## src/rtl/uart_rx_param.sv

```systemverilog
// Parametrised oversampling UART receiver with majority-vote mid-bit sampling.
// Optional parity support is enabled by defining UART_RX_PARITY_EN.
module uart_rx_param #(
    parameter int DATA_W      = 8,
    parameter int OVS         = 16,
    parameter int SYNC_STAGES = 2
) (
    input  logic              Clk,
    input  logic              Rst_n,
    input  logic              Tick,
    input  logic              RxEn,
    input  logic              Rx,
    input  logic [3:0]        NBits,
    input  logic              StopBits,
`ifdef UART_RX_PARITY_EN
    input  logic              ParityEn,
    input  logic              ParityOdd,
    output logic              ParityErr,
`endif
    output logic [DATA_W-1:0] RxData,
    output logic              RxDone,
    output logic              FrameErr,
    output logic              BreakDet
);

    localparam int TW = $clog2(OVS);
    localparam logic [TW-1:0] C_MID_LO = TW'(OVS/2 - 1);
    localparam logic [TW-1:0] C_MID    = TW'(OVS/2);
    localparam logic [TW-1:0] C_MID_HI = TW'(OVS/2 + 1);
    localparam logic [TW-1:0] C_LAST   = TW'(OVS - 1);
    localparam logic [3:0]    C_DW     = 4'(DATA_W);

    typedef enum logic [2:0] {
        S_IDLE,
        S_START,
        S_DATA,
`ifdef UART_RX_PARITY_EN
        S_PARITY,
`endif
        S_STOP,
        S_WAIT
    } state_t;

    state_t                r_state;
    state_t                w_next;
    logic [SYNC_STAGES-1:0] r_sync;
    logic [TW-1:0]         r_tcnt;
    logic                  r_s0;
    logic                  r_s1;
    logic                  r_vote;
    logic [3:0]            r_bitIdx;
    logic [3:0]            r_nBits;
    logic                  r_twoStop;
    logic                  r_stopIdx;
    logic                  r_stopBad;
    logic [DATA_W-1:0]     r_shift;
    logic [DATA_W-1:0]     r_rxData;
    logic                  r_rxDone;
    logic                  r_frameErr;
    logic                  r_break;
    logic                  w_rxs;
    logic                  w_vote;
    logic                  w_mid;
    logic                  w_wrap;
    logic                  w_lastStop;
    logic                  w_finish;
    logic                  w_confirm;
    logic                  w_dataShift;
    logic                  w_badFrame;
    logic [3:0]            w_nClamp;
`ifdef UART_RX_PARITY_EN
    logic                  r_parEn;
    logic                  r_parOdd;
    logic                  r_parAcc;
    logic                  r_parityErr;
`endif

    assign w_rxs    = r_sync[SYNC_STAGES-1];
    assign w_mid    = Tick && (r_tcnt == C_MID_HI);
    assign w_wrap   = Tick && (r_tcnt == C_LAST);
    assign w_vote   = (r_s0 & r_s1) | (r_s0 & w_rxs) | (r_s1 & w_rxs);
    assign w_nClamp = (NBits < 4'd5) ? 4'd5 : ((NBits > C_DW) ? C_DW : NBits);

    always_ff @(posedge Clk or negedge Rst_n) begin
        if (!Rst_n) begin
            r_state <= S_IDLE;
        end else begin
            r_state <= w_next;
        end
    end

    always_comb begin
        w_next = r_state;
        if (!RxEn) begin
            w_next = S_IDLE;
        end else begin
            case (r_state)
                S_IDLE:  if (Tick && !w_rxs) w_next = S_START;
                S_START: if (w_wrap) w_next = r_vote ? S_IDLE : S_DATA;
                S_DATA: begin
                    if (w_wrap && (r_bitIdx == r_nBits - 4'd1)) begin
`ifdef UART_RX_PARITY_EN
                        w_next = r_parEn ? S_PARITY : S_STOP;
`else
                        w_next = S_STOP;
`endif
                    end
                end
`ifdef UART_RX_PARITY_EN
                S_PARITY: if (w_wrap) w_next = S_STOP;
`endif
                S_STOP:  if (w_finish) w_next = w_rxs ? S_IDLE : S_WAIT;
                S_WAIT:  if (Tick && w_rxs) w_next = S_IDLE;
                default: w_next = S_IDLE;
            endcase
        end
    end

    // The frame closes at the middle of the last stop bit so the next start edge is never missed.
    always_comb begin
        w_confirm   = 1'b0;
        w_dataShift = 1'b0;
        w_lastStop  = 1'b0;
        w_finish    = 1'b0;
        w_badFrame  = 1'b0;
        case (r_state)
            S_START: w_confirm   = w_wrap && !r_vote;
            S_DATA:  w_dataShift = w_wrap;
            S_STOP: begin
                w_lastStop = (r_stopIdx == r_twoStop);
                w_finish   = w_lastStop && w_mid;
                w_badFrame = r_stopBad | ~w_vote;
            end
            default: ;
        endcase
    end

    always_ff @(posedge Clk or negedge Rst_n) begin
        if (!Rst_n) begin
            r_sync     <= '1;
            r_tcnt     <= '0;
            r_s0       <= 1'b1;
            r_s1       <= 1'b1;
            r_vote     <= 1'b1;
            r_bitIdx   <= '0;
            r_nBits    <= 4'd8;
            r_twoStop  <= 1'b0;
            r_stopIdx  <= 1'b0;
            r_stopBad  <= 1'b0;
            r_shift    <= '0;
            r_rxData   <= '0;
            r_rxDone   <= 1'b0;
            r_frameErr <= 1'b0;
            r_break    <= 1'b0;
`ifdef UART_RX_PARITY_EN
            r_parEn     <= 1'b0;
            r_parOdd    <= 1'b0;
            r_parAcc    <= 1'b0;
            r_parityErr <= 1'b0;
`endif
        end else begin
            r_sync     <= {r_sync[SYNC_STAGES-2:0], Rx};
            r_rxDone   <= 1'b0;
            r_frameErr <= 1'b0;
`ifdef UART_RX_PARITY_EN
            r_parityErr <= 1'b0;
`endif
            if (!RxEn) begin
                r_tcnt    <= '0;
                r_bitIdx  <= '0;
                r_stopIdx <= 1'b0;
                r_stopBad <= 1'b0;
                r_break   <= 1'b0;
            end else begin
                if (r_state == S_IDLE || w_next == S_IDLE || w_next == S_WAIT) begin
                    r_tcnt <= '0;
                end else if (Tick) begin
                    r_tcnt <= (r_tcnt == C_LAST) ? '0 : r_tcnt + TW'(1);
                end

                if (Tick && r_tcnt == C_MID_LO) r_s0 <= w_rxs;
                if (Tick && r_tcnt == C_MID)    r_s1 <= w_rxs;
                if (w_mid)                      r_vote <= w_vote;

                if (w_confirm) begin
                    r_nBits   <= w_nClamp;
                    r_twoStop <= StopBits;
                    r_bitIdx  <= '0;
                    r_stopIdx <= 1'b0;
                    r_stopBad <= 1'b0;
                    r_shift   <= '0;
`ifdef UART_RX_PARITY_EN
                    r_parEn  <= ParityEn;
                    r_parOdd <= ParityOdd;
                    r_parAcc <= 1'b0;
`endif
                end

                if (w_dataShift) begin
                    r_shift  <= r_shift | (DATA_W'(r_vote) << r_bitIdx);
                    r_bitIdx <= r_bitIdx + 4'd1;
`ifdef UART_RX_PARITY_EN
                    r_parAcc <= r_parAcc ^ r_vote;
`endif
                end

`ifdef UART_RX_PARITY_EN
                if (r_state == S_PARITY && w_wrap) r_parAcc <= r_parAcc ^ r_vote;
`endif

                if (r_state == S_STOP && w_mid)                   r_stopBad <= r_stopBad | ~w_vote;
                if (r_state == S_STOP && w_wrap && !w_lastStop)   r_stopIdx <= 1'b1;

                if (w_finish) begin
                    r_rxData   <= r_shift;
                    r_rxDone   <= 1'b1;
                    r_frameErr <= w_badFrame;
`ifdef UART_RX_PARITY_EN
                    r_parityErr <= r_parEn && (r_parAcc != r_parOdd);
`endif
                end

                if (w_finish && w_badFrame && (r_shift == '0)) begin
                    r_break <= 1'b1;
                end else if (w_rxs) begin
                    r_break <= 1'b0;
                end
            end
        end
    end

    assign RxData   = r_rxData;
    assign RxDone   = r_rxDone;
    assign FrameErr = r_frameErr;
    assign BreakDet = r_break;
`ifdef UART_RX_PARITY_EN
    assign ParityErr = r_parityErr;
`endif

endmodule
```

## config.mk

```make
export PLATFORM = sky130hd
export DESIGN_NAME = uart_rx_param
export DESIGN_NICKNAME = d
export VERILOG_FILES = /design/src/rtl/uart_rx_param.sv
export SDC_FILE = /design/constraint.sdc
export NUM_CORES = 1
export LEC_CHECK = 0
export CAP_MARGIN = 20
export CORE_MARGIN = 2
export CORE_UTILIZATION = 51
export CTS_CLUSTER_DIAMETER = 150
export DETAILED_ROUTE_END_ITERATION = 7
export GPL_ROUTABILITY_DRIVEN = 0
export GPL_TIMING_DRIVEN = 0
export PLACE_DENSITY = 0.75
export SLEW_MARGIN = 5
export SYNTH_ARGS = -nofsm -noshare
export SYNTH_HDL_FRONTEND = slang
export SYNTH_SLANG_ARGS = --single-unit
```

## constraint.sdc

```tcl
create_clock -name Clk -period 2.1 [get_ports Clk]
set_clock_uncertainty 0.2 [all_clocks]
set_input_delay 0.42 -clock Clk [delete_from_list [all_inputs] [get_ports Clk]]
set_output_delay 0.42 -clock Clk [all_outputs]
set_load 0.05 [all_outputs]
```

==> run summary, run 1 <==
The synthesized-area fraction occupied by and/or/nand/nor cells came out at 0.196. The overall routing resource usage is 0.181. The die is 69.6 µm wide. The number of global-route vias before repair is 1,516.

The count of synthesis-stage warnings from yosys came out at 0. In this run the count of I/O pins placed on the die edge is 21. The number of placed instances, taps included, is 270.

The number of core rows is 23. The vias after detailed routing came out at 1,564. In the final layout, the share of cells above drive strength 1 is 0.207. The number of nets produced by synthesis came out at 216. The post-synthesis adder-cell area fraction is 0.0331. The worst setup path is launched from a flop. Setup violations remaining at the end of the flow were counted as 0. The relative area change from synthesis to final layout is 20.1%. The max capacitance violation total came out at 0.

The slew at the pin closest to its max-slew limit is 0.498 ns. The full die area is 4840 µm². The vias per cell is 5.55. The setup slack of the worst register-to-register path is 0.10 ns. The number of standard cells after synthesis is 201. The number of H-tree levels is 2. The clock latency of the later-clocked register in the worst-skew pair came out at 0.30 ns.

The area fraction of the dominant cell type after synthesis is 0.411. In this run the tightest slew margin relative to its limit is 0.667. Setup repair after global routing left no endpoint under its margin. The required time of the critical path is 1.48 ns. STA classifies the critical path endpoint as an output port. The initial core utilization came out at 0.541. The final standard cell count with taps included and fillers excluded is 282. The count of buffer and inverter cells on the critical path came out at 1. The floorplan step set the die height to 69.6 µm. The most used flip-flop cell after synthesis is dfrtp_1.

For the finished layout, the period the worst path requires is 2.05 ns. Yosys instantiated no cell more often than dfrtp_1. The post-synthesis compound-gate area fraction was 0.124. In the final routed layout, each cell accounts on average for 13.8 µm. The ratio of total power to cell area came out at 584 nW/µm². The count of unique library cells instantiated by Yosys is 56.

The number of cells on the worst reg-to-reg path is 7. Summed over all instances, the cell type with the most area after synthesis is dfrtp_1. Entering global routing, the biggest net connects 27 pins. The critical path in this run is classified as flop to output port.

The post-route clock period utilization is 0.975. The worst min-delay path class is flop to flop. In this run, synthesis inferred 0 flip-flops with an integrated enable. By area the synthesized netlist is led by dfrtp_1 (41%), dfstp_2 (7.2%), mux2_4 (6.8%), a21oi_1 (3.2%), ha_1 (2.9%).

The proportion of synthesized area in mux cells is 0.0878. In this run the number of cells on the critical path is 1. TritonCTS built the clock tree.

Detailed placement ended at an HPWL of 2.82 mm. The core area is 4060 µm². The clock slew seen by the registers of the worst setup and hold paths is 0.08 ns.

In this design, the stage delay of the slowest critical-path cell is 0.79 ns. The worst hold path was traced through 0 stages. Of all nets on the critical path, the largest fanout is 1. The maximum clock frequency came out at 488 MHz. The first TritonRoute pass finished after 4 iterations. The antenna diode count came out at 0. Data arrives at the worst endpoint at 1.43 ns. The cell family contributing the most delay on the critical path is buffers and inverters. Traced cell by cell, the critical path runs through clkdlybuf4s50_1.

The initial DRC count is 114. The clock buffer count from CTS is 5. The final global-route overflow total came out at 0. The number of routed nets with antenna violations came out at 0.

The overall routed net length is 3.89 mm. Summing every instance area after synthesis gives 2190 µm². After synthesis, the largest family of logic cells by area is simple AND/OR/NAND/NOR gates.

The first global-routing pass estimated 6.99 mm of wire. The synthesized area divided by synthesized cell count came out at 10.9 µm². The detailed-route DRC error count is 0. The register bit count reported by yosys came out at 42. The flow ran to the end, and the final reports show no timing, DRC or antenna violations.

The number of pins exceeding their max-slew limit in the final report came out at 0. The layout has 323 filler cells. The final-report hold violation count was 0.

The number of nets in the final layout is 246. By count the netlist is led by dfrtp_1 (36), nor2_1 (15), a21oi_1 (14). The power after layout is 1540 µW.

Input and output buffers added on the ports amount to 18. The standby leakage power is 0.00133 µW. The synthesized-area fraction occupied by xor and xnor cells came out at 0.0280. The peak supply drop is 369 µV. The initial antenna violation count came to 0. The total number of clock tree sinks is 42. Of all flip-flops after synthesis, the portion carrying an async set or reset was 1.00. Hold is met by 0.159 ns.

Of the synthesized area, sequential elements account for 0.483. Counting along the longest clock path gives a buffer depth of 2. The tree is rooted in a clkbuf_8. The slowest stage of the critical path belongs to the cell clkdlybuf4s50_1.
==> registers in the layout, summed over array words and instances, names as in the netlist, 2 cells and up <==
signal and count:
r_sync 2, r_tcnt 4, RxData 8, r_bitIdx 4
r_shift 8, r_nBits 4, r_state 3
==> what timing repair did <==
action,CTS,global route
hold buffers,1,0
setup endpoints to repair,18,37
gates resized for setup,2,11
cloned,0,0
setup buffers,2,1
endpoints found under the hold margin,12,0
pin swaps,1,0
==> area by class of cell <==
cell class | count | area [µm²] | share of cell area
Clock inverter | 3 | 45.0 | 0.0171
Inverter | 9 | 33.8 | 0.0128
Tap cell | 50 | 62.6 | 0.0238
Clock buffer | 5 | 68.8 | 0.0261
Buffer | 11 | 73.8 | 0.0280
Timing Repair Buffer | 23 | 246 | 0.0936
Multi-Input combinational cell | 139 | 1040 | 0.397
Sequential cell | 42 | 1060 | 0.402
==> cell usage in the layout, fill, tap and decap left out, types with 2 or more instances in the layout <==
cell type        synthesis  routed
nor4_1                   5       5
clkinvlp_4               0       2
clkbuf_8                 0       5
nor3_1                   7       7
a211oi_1                 4       4
nor2b_1                  3       3
mux2_4                  10      10
mux2_2                   2       2
xor2_1                   2       2
buf_2                    2       3
dfrtp_1                 36      36
o22ai_1                  2       2
xnor2_1                  5       5
dlymetal6s2s_1           0       8
clkbuf_1                 4       4
nor4b_1                  2       2
a21oi_1                 14      14
ha_1                     5       4
inv_1                    9       8
mux2i_1                  2       2
nor2_1                  15      15
and3_1                   3       3
nand2_1                 13      13
clkdlybuf4s50_1          0       8
dfstp_2                  6       6
buf_4                    2       5
o31ai_1                  2       2
o21ai_0                  6       6
buf_6                    3       3
nand2b_1                 3       3
nand3_1                  4       4
and2_1                   2       2
==> where the power goes <==
| group | leakage, µW | switching, µW | internal, µW | total [µW] |
|---|---|---|---|---|
| logic | 0.000729 | 46.5 | 30.7 | 77.1 |
| clock network | 0.0000504 | 291 | 354 | 645 |
| registers | 0.000554 | 2.11 | 814 | 816 |
| total | 0.00133 | 340 | 1200 | 1540 |
==> path summary, 6_finish.rpt <==
path	start	endpoint
worst max-delay path	FrameErr	FrameErr
worst min-delay path	r_sync[0]	r_sync[1]
worst max register to register	r_tcnt[1]	RxData[7]
worst min register to register	r_sync[0]	r_sync[1]
max in group asynchronous	Rst_n	r_vote
min in group asynchronous	Rst_n	r_tcnt[1]
==> worst reg2reg max path, stage by stage, from the launching register on <==
cell and delay, ns:
dfrtp_1 0.43, inv_2 0.09, ha_1 0.13, and4b_4 0.26, nand3_2 0.08, or2_1 0.24
buf_6 0.16, mux2_4 0.31
==> cell families after synthesis <==
logic type,Yosys count
XOR/XNOR,7
adder cells (fa/ha/maj),6
AND/OR/NAND/NOR,71
flip-flops,42
buffers and inverters,20
AO/OA/AOI/OAI,41
multiplexers,14
==> stage by stage <==
step | util | cell area (µm²) | setup WS [ns] | TNS [ns]
4_1_cts | 0.640 | 2590 | 0.00748 | 0
6_report | 0.649 | 2630 | 0.0526 | 0
2_1_floorplan | - | 2190 | 0.111 | 0
3_3_place_gp | 0.600 | 2440 | -0.615 | -23.81
3_5_place_dp | 0.604 | 2450 | -0.122 | -1.07
5_1_grt | 0.649 | 2630 | 0.0181 | 0
==> routing by layer <==
metal  vias up  part of all wire  track usage
met2        32              0.44        0.275
met4         0             0.016       0.0784
met5         -                 0            0
li1        783                 -            -
met3         6             0.044       0.0392
met1       743              0.50        0.249
No activity file was read; power rests on OpenSTA's default activity.
==> run 2: changes to the inputs <==
CAP_MARGIN = 5   (was 20)
PLACE_DENSITY = 0.74   (was 0.75)
SKIP_CTS_REPAIR_TIMING = 1   (was default)
==> run 2 against run 1 <==
Effect of this change:
- sequential power hardly changed
- first-iteration DRC count is 20% lower
- highest routed layer unchanged
- combinational power hardly changed
- sequential share of layout area is 0.14 points higher
- clock power is 16% lower
- maximum frequency is 1.0% higher
- count of clock-buffer cells in the layout is 1 higher
- non-clock buffer count is 1 higher
==> run summary, run 2 (synthesis gave the netlist of run 1 again) <==
The setup TNS is 0 ns (unchanged). The detailed-route DRC error count was 0 (unchanged). The worst setup path is launched from a flop.

The initial antenna violation count is 0 (unchanged). The relative area change from synthesis to final layout is 19.8%. The post-route clock period utilization is 0.965 (-0.00992).

The count of buffer and inverter cells on the critical path came out at 1 (unchanged). The initial core utilization is 0.541 (unchanged). The smallest setup slack after layout was 0.0735 ns (+0.0208 ns).

The total iterations of the first detailed-routing run is 4 (unchanged). The standby leakage power was 0.00135 µW (+1.2%). Walking the worst path, the cells encountered are clkdlybuf4s50_1. The core area is 4060 µm² (unchanged).

The min-delay analysis places its worst path in the category flop to flop. The overall die height is 69.6 µm (unchanged). The number of ports placed on the die boundary is 21 (unchanged). The number of failing setup endpoints in the final timing report is 0 (unchanged).

The clock latency of the later-clocked register in the worst-skew pair is 0.30 ns (about the same). CTS placed an instance of clkbuf_8 at the clock tree root. The routed length per placed instance is 13.8 µm (+0.42%). TritonCTS built the clock tree. The overall routing resource usage came out at 0.177 (-0.00387). The vias after detailed routing was 1,562 (-0.13%). The highest fanout seen on the critical path is 1 (unchanged). The post-detailed-placement half-perimeter wirelength is 2.76 mm (-2.0%). The total number of clock tree sinks is 42 (unchanged). The post-placement worst setup slack came out at -0.110 ns (+0.0122 ns).

The run finished with clean final reports. The final standard cell area without fillers is 2630 µm² (-0.24%). The area after detailed placement is 2450 µm² (unchanged).

The buffer levels on the longest clock path is 2 (unchanged). The maximum clock frequency came out at 493 MHz (+1.0%). The maximum number of pins on one net before global-route repair came out at 29 (+7.4%).

The number of pins exceeding their max-slew limit in the final report came out at 0 (unchanged). The clock slew seen by the registers of the worst setup and hold paths is 0.08 ns (about the same). The critical path is of the flop to output port type. The clock network power share is 0.378 (-0.041). The vias per cell is 5.52 (-0.48%). The max capacitance violation total came out at 0 (unchanged). The initial DRC count came to 91 (-20%). The library cell used most frequently in the layout, excluding fill and tap cells, is dfrtp_1. The ratio of total power to cell area is 546 nW/µm² (-6.5%). The fraction of layout cells with a size suffix above 1 came out at 0.215 (+0.00770).

The number of H-tree levels came to 2 (unchanged). The internal power came to 1110 µW (-7.5%). The share of power burned in registers was 0.568 (+0.038). The final standard cell count with taps included and fillers excluded came out at 283 (+0.35%). The clock buffer count from CTS is 5 (unchanged). The overall routed net length came out at 3.92 mm (+0.77%). The delay of the slowest cell on the worst path came out at 0.79 ns (about the same).

The switching share of power is 0.228 (+0.00669). The minimum clock period is 2.03 ns (-0.0208 ns). The global-route wire length before repair was 6.82 mm (-2.4%). The peak supply drop is 285 µV (-23%).

The slew at the pin closest to its max-slew limit came out at 0.500 ns (+0.00154 ns). The required time of the critical path came to 1.48 ns (about the same). The antenna diode count is 0 (unchanged). The combinational fraction of design power is 0.054 (+0.004). The remaining max-slew budget at the tightest pin came out at 0.666 (-0.00103). The number of global-route vias before repair is 1,498 (-1.2%).

The final global-route overflow total is 0 (unchanged). The final-report hold violation count came out at 0 (unchanged). The slowest stage of the critical path is the clkdlybuf4s50_1 cell.

The cell type group with the largest total delay on the critical path is buffers and inverters. Leaving out fill and tap cells, the most frequent cells in the layout are dfrtp_1 (35), nor2_1 (15), a21oi_1 (14). The number of routed nets with antenna violations is 0 (unchanged). The horizontal die dimension came out at 69.6 µm (unchanged).

The count of input and output buffers is 18 (unchanged). STA classifies the critical path endpoint as an output port. Setup repair after global routing left no endpoint under its margin. The total instance count after detailed placement is 270 (unchanged).

The full die area is 4840 µm² (unchanged). The total net switching power is 327 µW (-3.9%). The number of core rows came out at 23 (unchanged).

The core occupancy in the finished layout was 0.648 (-0.00154). The data arrival time of the critical path came out at 1.41 ns (-0.02 ns). The number of nets in the final layout came out at 247 (+0.41%).
==> run 2: cell count changes in the layout (fill, tap and decap cells not counted) <==
cell and delta:
dfrtp_1 -1, clkinvlp_4 -1, clkinv_2 +1, dfrtp_2 +1, dlymetal6s2s_1 +1, bufinv_16 -1, clkbuf_8 +1, dlygate4sd2_1 -1
buf_4 +1
==> run 2: per-stage QoR <==
stage	total power (µW)	hold slack [ns]
final	1430	0.158
after global routing	1500	0.168
after global placement	901	0.145
after detailed placement	906	0.147
after floorplan	865	-0.0756
after CTS	1450	-0.180
==> run 2: final cells by class <==
cell class | instances | area [µm²]
Fill cell | 319 | 1430
Sequential cell | 42 | 1060
Multi-Input combinational cell | 139 | 1040
Timing Repair Buffer | 24 | 258
Clock buffer | 6 | 82.6
Buffer | 11 | 73.8
Tap cell | 50 | 62.6
Inverter | 9 | 33.8
Clock inverter | 2 | 12.5
==> run 2: routing by layer <==
layer | track usage | up-vias | share of wire
met2 | 0.257 | 38 | 0.44
met1 | 0.245 | 721 | 0.49
met3 | 0.0465 | 8 | 0.052
li1 | - | 795 | -
met5 | 0 | - | 0
met4 | 0.0828 | 0 | 0.020
==> run 2: worst reg2reg max path, delay by kind of cell (launching register included) <==
kind / cells / cell delay (ns)
adders and majority gates: 1 / 0.14
buffers and inverters: 2 / 0.25
DFF: 1 / 0.43
muxes: 1 / 0.31
and+or+nand+nor: 3 / 0.58
==> run 2: path summary, 6_finish.rpt <==
path                       cells after the start  startpoint        end  slack (ns)
hold / removal                                 0   r_sync[0]  r_sync[1]        0.16
max in group asynchronous                      3       Rst_n     r_vote        0.79
setup / recovery                               1      RxDone     RxDone        0.07
setup reg to reg                               7   r_tcnt[1]  RxData[3]        0.10
min in group asynchronous                      2       Rst_n  r_tcnt[3]        0.36
hold reg to reg                                0   r_sync[0]  r_sync[1]        0.16
==> run 2: power by group through the flow <==
stage	clock [µW]	combinational [µW]	sequential, µW
2_1_floorplan	0	34.2	831
5_1_grt	601	87.3	816
6_report	542	77.3	816
3_5_place_dp	0	75.0	831
3_3_place_gp	0	70.3	831
4_1_cts	560	75.1	816
